===== src/rtl/i2c_target_rx.sv =====
// Write-only I2C target: synchronizes SCL/SDA, decodes START/STOP, ACKs a matching
// write address plus two data bytes and presents them as one 16-bit word.
module i2c_target_rx #(
   parameter logic [6:0] TARGET_ADDR = 7'h1A
) (
   input  logic        clk,
   input  logic        reset,
   input  logic        scl_in,
   input  logic        sda_in,
   output logic        sda_oe,
   output logic [15:0] rx_data,
   output logic        rx_valid,
   output logic        busy,
   output logic        nack_err
);
   typedef enum logic [3:0] {
      IDLE, ADDR, ACK_A, DATA1, ACK_1, DATA2, ACK_2, DONE, IGNORE
   } state_t;

   state_t      state_reg, state_next;
   logic        scl_meta_reg, scl_sync_reg, scl_prev_reg;
   logic        sda_meta_reg, sda_sync_reg, sda_prev_reg;
   logic [3:0]  bit_cnt_reg, bit_cnt_next;
   logic [7:0]  shift_reg, shift_next;
   logic [7:0]  data1_reg, data1_next;
   logic [7:0]  data2_reg, data2_next;
   logic [15:0] rx_data_reg, rx_data_next;
   logic        rx_valid_reg, rx_valid_next;
   logic        busy_reg, busy_next;
   logic        nack_err_reg, nack_err_next;
   logic        sda_oe_reg, sda_oe_next;

   logic start_det, stop_det, scl_rise, scl_fall;

   // Synchronizers reset to the idle-bus level so reset itself never looks like an edge.
   always_ff @(posedge clk) begin
      if (reset) begin
         scl_meta_reg <= 1'b1;
         scl_sync_reg <= 1'b1;
         scl_prev_reg <= 1'b1;
         sda_meta_reg <= 1'b1;
         sda_sync_reg <= 1'b1;
         sda_prev_reg <= 1'b1;
      end else begin
         scl_meta_reg <= scl_in;
         scl_sync_reg <= scl_meta_reg;
         scl_prev_reg <= scl_sync_reg;
         sda_meta_reg <= sda_in;
         sda_sync_reg <= sda_meta_reg;
         sda_prev_reg <= sda_sync_reg;
      end
   end

   assign start_det = scl_sync_reg &  sda_prev_reg & ~sda_sync_reg;
   assign stop_det  = scl_sync_reg & ~sda_prev_reg &  sda_sync_reg;
   assign scl_rise  =  scl_sync_reg & ~scl_prev_reg;
   assign scl_fall  = ~scl_sync_reg &  scl_prev_reg;

   always_comb begin
      state_next    = state_reg;
      bit_cnt_next  = bit_cnt_reg;
      shift_next    = shift_reg;
      data1_next    = data1_reg;
      data2_next    = data2_reg;
      rx_data_next  = rx_data_reg;
      rx_valid_next = 1'b0;
      busy_next     = busy_reg;
      nack_err_next = 1'b0;
      sda_oe_next   = sda_oe_reg;

      // Bus conditions outrank any SCL edge seen in the same cycle.
      if (stop_det) begin
         state_next   = IDLE;
         bit_cnt_next = 4'd0;
         sda_oe_next  = 1'b0;
         busy_next    = 1'b0;
      end else if (start_det) begin
         state_next   = ADDR;
         bit_cnt_next = 4'd0;
         shift_next   = 8'h00;
         sda_oe_next  = 1'b0;
         busy_next    = 1'b0;
      end else begin
         case (state_reg)
            ADDR, DATA1, DATA2: begin
               if (scl_rise && bit_cnt_reg != 4'd8) begin
                  shift_next   = {shift_reg[6:0], sda_sync_reg};
                  bit_cnt_next = bit_cnt_reg + 4'd1;
               end else if (scl_fall && bit_cnt_reg == 4'd8) begin
                  bit_cnt_next = 4'd0;
                  if (state_reg == ADDR) begin
                     if (shift_reg == {TARGET_ADDR, 1'b0}) begin
                        state_next  = ACK_A;
                        sda_oe_next = 1'b1;
                        busy_next   = 1'b1;
                     end else begin
                        state_next  = IGNORE;
                        sda_oe_next = 1'b0;
                     end
                  end else if (state_reg == DATA1) begin
                     data1_next  = shift_reg;
                     state_next  = ACK_1;
                     sda_oe_next = 1'b1;
                  end else begin
                     data2_next  = shift_reg;
                     state_next  = ACK_2;
                     sda_oe_next = 1'b1;
                  end
               end
            end
            ACK_A, ACK_1, ACK_2: begin
               if (scl_fall) begin
                  sda_oe_next = 1'b0;
                  if (state_reg == ACK_A) begin
                     state_next = DATA1;
                  end else if (state_reg == ACK_1) begin
                     state_next = DATA2;
                  end else begin
                     state_next    = DONE;
                     rx_data_next  = {data1_reg, data2_reg};
                     rx_valid_next = 1'b1;
                  end
               end
            end
            DONE: begin
               // Counter saturates at 8, so the error pulse fires once per frame.
               if (scl_rise && bit_cnt_reg != 4'd8) begin
                  bit_cnt_next  = bit_cnt_reg + 4'd1;
                  nack_err_next = (bit_cnt_reg == 4'd7);
               end
            end
            default: ;
         endcase
      end
   end

   always_ff @(posedge clk) begin
      if (reset) begin
         state_reg    <= IDLE;
         bit_cnt_reg  <= 4'd0;
         shift_reg    <= 8'h00;
         data1_reg    <= 8'h00;
         data2_reg    <= 8'h00;
         rx_data_reg  <= 16'h0000;
         rx_valid_reg <= 1'b0;
         busy_reg     <= 1'b0;
         nack_err_reg <= 1'b0;
         sda_oe_reg   <= 1'b0;
      end else begin
         state_reg    <= state_next;
         bit_cnt_reg  <= bit_cnt_next;
         shift_reg    <= shift_next;
         data1_reg    <= data1_next;
         data2_reg    <= data2_next;
         rx_data_reg  <= rx_data_next;
         rx_valid_reg <= rx_valid_next;
         busy_reg     <= busy_next;
         nack_err_reg <= nack_err_next;
         sda_oe_reg   <= sda_oe_next;
      end
   end

   assign sda_oe   = sda_oe_reg;
   assign rx_data  = rx_data_reg;
   assign rx_valid = rx_valid_reg;
   assign busy     = busy_reg;
   assign nack_err = nack_err_reg;
endmodule

===== config.mk =====
export PLATFORM = sky130hd
export DESIGN_NAME = i2c_target_rx
export DESIGN_NICKNAME = d
export VERILOG_FILES = /design/src/rtl/i2c_target_rx.sv
export SDC_FILE = /design/constraint.sdc
export NUM_CORES = 1
export LEC_CHECK = 0
export ABC_CLOCK_PERIOD_IN_PS = 2200
export CAP_MARGIN = 20
export CORE_ASPECT_RATIO = 0.8
export CORE_UTILIZATION = 55
export DETAILED_ROUTE_END_ITERATION = 10
export GPL_ROUTABILITY_DRIVEN = 0
export PLACE_DENSITY = 0.82
export SLEW_MARGIN = 20
export SYNTH_ARGS = -nofsm -noshare
export SYNTH_HDL_FRONTEND = slang
export SYNTH_SLANG_ARGS = --single-unit

===== constraint.sdc =====
create_clock -name clk -period 2.2 [get_ports clk]
set_input_delay 0.44 -clock clk [delete_from_list [all_inputs] [get_ports clk]]
set_output_delay 0.44 -clock clk [all_outputs]
set_load 0.05 [all_outputs]

======== Word-level counts from Yosys, hierarchy flattened ========
Index checks and enable logic that the tools add are counted.
word-level totals
  flip-flop bits (word level) ............. 58
  output and inout bits ................... 20
  word-level logic and storage cells ...... 102
operators by class
  bitwise logic cells ..................... 20
  mux-type cells .......................... 24
  reduce and logical (&&, ||, !) cells .... 21
  add/subtract/negate cells ............... 1
  equal/unequal tests ..................... 19
operators with widths
  operator             number
  $mux 4               8
  $mux 8               3
  $eq 4x3->1 const B   5
  $pmux 4 s2           2
  $not 1->1            14
  $reduce_and 7->1     2
  $ne 3x3->1 const B   4
  $reduce_or 3->1      3
  $eq 4x2->1 const B   2
  $eq 8x6->1 const B   1
  $ne 2x2->1 const B   4
  $reduce_and 4->1     2
  $reduce_bool 2->1    4
  $mux 1               7
  $and 1x1->1          6
  $reduce_and 3->1     2
  $reduce_and 6->1     1
  $reduce_or 6->1      1
  $reduce_and 5->1     1
  $reduce_or 5->1      1
  $add 4x1->4 const B  1
  $eq 4x1->1 const B   1
  $eq 4x4->1 const B   1
  $mux 2               2
  other kinds (6)      7

======== Depth between registers and ports, before layout ========
  depth after elaboration ................. 7
  depth in mapped cells ................... 8
  depth with buffers taken out ............ 6

======== Worst setup path before layout ========
No wires, ideal clock.
  path kind ............................... reg-to-reg
  start point ............................. register bit_cnt_reg[0]
  end point ............................... register shift_reg[5]
  stages on the path, launching flop included .. 8
  buffers on the path ..................... 1
  period minus slack after synthesis ...... 1.695 ns
  library setup time ...................... 0.117 ns
  setup slack ............................. 0.505 ns
  arrival ................................. 1.578 ns
  path through ............................ dfxtp_1 inv_1 ha_1 and3b_1 buf_4 a2111oi_4 nor4_4 a22o_1
on the way
  word-level cells in the longest chain between the ends .. 4
RTL lines
  item                         line  RTL
  start, declared              23    logic [3:0] bit_cnt_reg, bit_cnt_next;
  start signal, assigned       151   bit_cnt_reg <= bit_cnt_next;
  $ne 4x4->1                   86    if (scl_rise && bit_cnt_reg != 4'd8) begin
  $logic_and 1x1->1            86
  $reduce_bool 2->1 (no line)  --
  $reduce_and 3->1 (no line)   --
  end signal, assigned         152   shift_reg <= shift_next;
  end, declared                24    logic [7:0] shift_reg, shift_next;
No other way between the ends.
A chain may end at the register's enable or synchronous reset.

======== Worst setup path after layout ========
  start point ............................. register bit_cnt_reg[0]
  end point ............................... register busy_reg (netlist: busy)
on the way
  word-level cells in the longest chain between the ends .. 4
  elaborated cells on any way between the ends .. 6
RTL lines
  item                            line  RTL
  $ne 4x4->1                      86
  $logic_and 1x1->1               86
  $not 1->1 (no line)             --
  $reduce_and 5->1 (no line) (*)  --
  end signal, assigned            157   busy_reg <= busy_next;
  end, declared                   29    logic busy_reg, busy_next;
Every way passes the cells marked *; elsewhere a longest branch is shown, timed or not.

==> metrics.cfg <==
[power]
power.switching_w = 0.000435
sw_frac_of_total_pct = 22.0
power_leakage_nw = 1.10
p_comb_share_pct = 3.1
internal_power_w = 0.00154
power_density_nw_per_um2 = 712
pwr-share-seq_pct = 54.1
power.share.clock_pct = 42.9
ir_worst_vdd_mv = 0.675

[sta]
hold_viol = 0
fin_setup_tns_ps = 0
min_period_ps = 2040
finalCritPeriodShare_pct = 92.8
setup_viol_count_final = 0
max_freq_ghz = 0.490
timing.final.ws_setup_ps = 159
worstMarginPinSlew_ps = 626
timing.hold.ws_ps = 402
drv_slew = 0
rsz0062_at_grt = false
skew_ps = 7.11
relSlewSlack_pct = 57.2

[cts]
post_cts_buffers = 0
cts_made_buffers = 9
clk_path_buf_depth = 2
cts-root-buf = clkbuf_8
cts_tree = done
clk_latency_ps = 340
cts-hold-fix-buffers = 0
clkTransAtPathRegs_ps = 60
clock_sinks = 58
cts_resized = 0
ctsHtreeMaxLevel = 3

[floorplanning]
start_util_pct = 59.7
dieWidth_um = 75.0
die_area_um2 = 4530
rows = 20
ios = 24
coreArea_um2 = 3930
die_h_um = 60.4

[final_layout]
drive_gt1_share_pct = 13.1
antenna_cells = 0
largest_reg_flops = 16
final_nets = 277
area_growth_pct = 18.2

[route]
drt_iter0_drc = 133
wl_um = 4830
vias_per_cell = 5.58
wl_per_cell_um = 14.6
first_pass_iters = 4
routed-via-count = 1841
drc = 0
ant_nets = 0

[critical_path]
rr_startpoint = bit_cnt_reg[0]
r2r_end = busy
worst-setup-path-type = reg2reg
cp-end-kind = flop
r2r_setup_slack_ps = 160
required_ps = 2470
cp-start-kind = flop
arrival_ps = 2310
path_max_fanout = 9
ff2ff_path_depth = 6

[global_route]
overflow = 0
track_usage_pct = 24.3
antenna_found_initial = 0
grt_pass1_vias = 1599
grt_pass1_wl_um = 7790
grt_max_degree = 23

[yosys]
synth_edf_count = 0
async_reset_ff_share_pct = 0
synthCells = 245
ys_types = 51
synth_top_area_share_pct = 49.5
synth_top_area_cell = dfxtp_1
synth_common_cells = 58 x dfxtp_1, 39 x nand2_1, 25 x nor2_1
synth_flop_cell = dfxtp_1
synthesis.area_um2 = 2350
synth.area.top_cells = dfxtp_1 49%, mux2i_1 6.8%, nand2_1 6.2%, a21oi_1 5.1%, nor2_1 4.0%
ys_seq_area_share_pct = 49.5
syn_area_per_cell_um2 = 9.58
yosysWarnings = 0
ys_ff_latch = 58
synth_nets = 251
synth_most_common_cell = dfxtp_1

[worst_hold_path]
min-delay-start = sda_meta_reg
hold_class = reg2reg
min_delay_path_depth = 1
min_to = sda_sync_reg

[placement]
dp_hpwl_um = 3240
io_buffers = 23
post-place-ws_ps = 230

[status]
status = finished clean

[job]
maxCapViolCount = 0

critical path, stage by stage, from the launching register on:
cell and delay (ps):
dfxtp_1 340, inv_1 90, ha_1 170, and3b_1 380, nand4_1 370, or3_1 490
a21oi_1 150
per-stage QoR:
step / util, % / cells / power (W) / instance area [um^2]
CTS: 70.6 / 330 / 0.00199 / 2770
detailed placement: 66.2 / 315 / 0.00115 / 2600
global placement: 66.2 / 315 / 0.00115 / 2600
finish: 70.6 / 330 / 0.00198 / 2770
floorplan: - / 245 / 0.00113 / 2350
global route: 70.6 / 330 / 0.00205 / 2770
power by group through the flow:
stage	registers, W	logic [W]	clock network, W
finish	0.00107	0.0000608	0.000847
global placement	0.00109	0.0000596	0
detailed placement	0.00109	0.0000602	0
global route	0.00107	0.0000664	0.000914
floorplan	0.00108	0.0000465	0
CTS	0.00107	0.0000606	0.000859
layer usage:
metal | track usage, % | vias up | part of all wire [%]
met5 | 0 | - | 0
met4 | 10.5 | 0 | 2.1
met3 | 12.1 | 10 | 7.8
met2 | 34.2 | 66 | 43
met1 | 31.6 | 855 | 47
li1 | - | 910 | -
worst max path at each step:
stage,startpoint,end,slack [ps],depth (start not counted)
after floorplan,bit_cnt_reg[0],shift_reg[5],510,7
after global placement,bit_cnt_reg[0],busy,340,6
after detailed placement,bit_cnt_reg[0],busy,230,6
after CTS,bit_cnt_reg[0],busy,200,6
after global routing,bit_cnt_reg[0],state_reg[1],40,6
final,bit_cnt_reg[0],busy,160,6
layout make-up:
type	count	area (um^2)
Timing Repair Buffer	29	275
Inverter	3	11.3
Sequential cell	58	1160
Fill cell	332	1160
Tap cell	55	68.8
Clock buffer	12	155
Clock inverter	3	15.0
Multi-Input combinational cell	170	1090
layout by cell type, fill, tap and decap left out, drive strengths merged, types with 3 or more instances in the layout:
cell type / instances
a21oi: 24
or2: 6
nand2: 40
clkinv: 3
dfxtp: 58
nor2: 25
nand3: 3
mux2i: 16
buf: 6
clkdlybuf4s50: 23
nor3b: 3
clkbuf: 12
a22o: 8
nand4: 5
nor2b: 3
inv: 3
cells by family after synthesis:
group | Yosys count | synth area share (%)
AND/OR/NAND/NOR | 105 | 24.4
AO/OA/AOI/OAI | 46 | 13.7
flip-flops | 58 | 49.5
multiplexers | 16 | 6.83
adder cells (fa/ha/maj) | 2 | 1.07
buffers and inverters | 17 | 4.21
XOR/XNOR | 1 | 0.373
No activity file was read; power rests on OpenSTA's default activity.
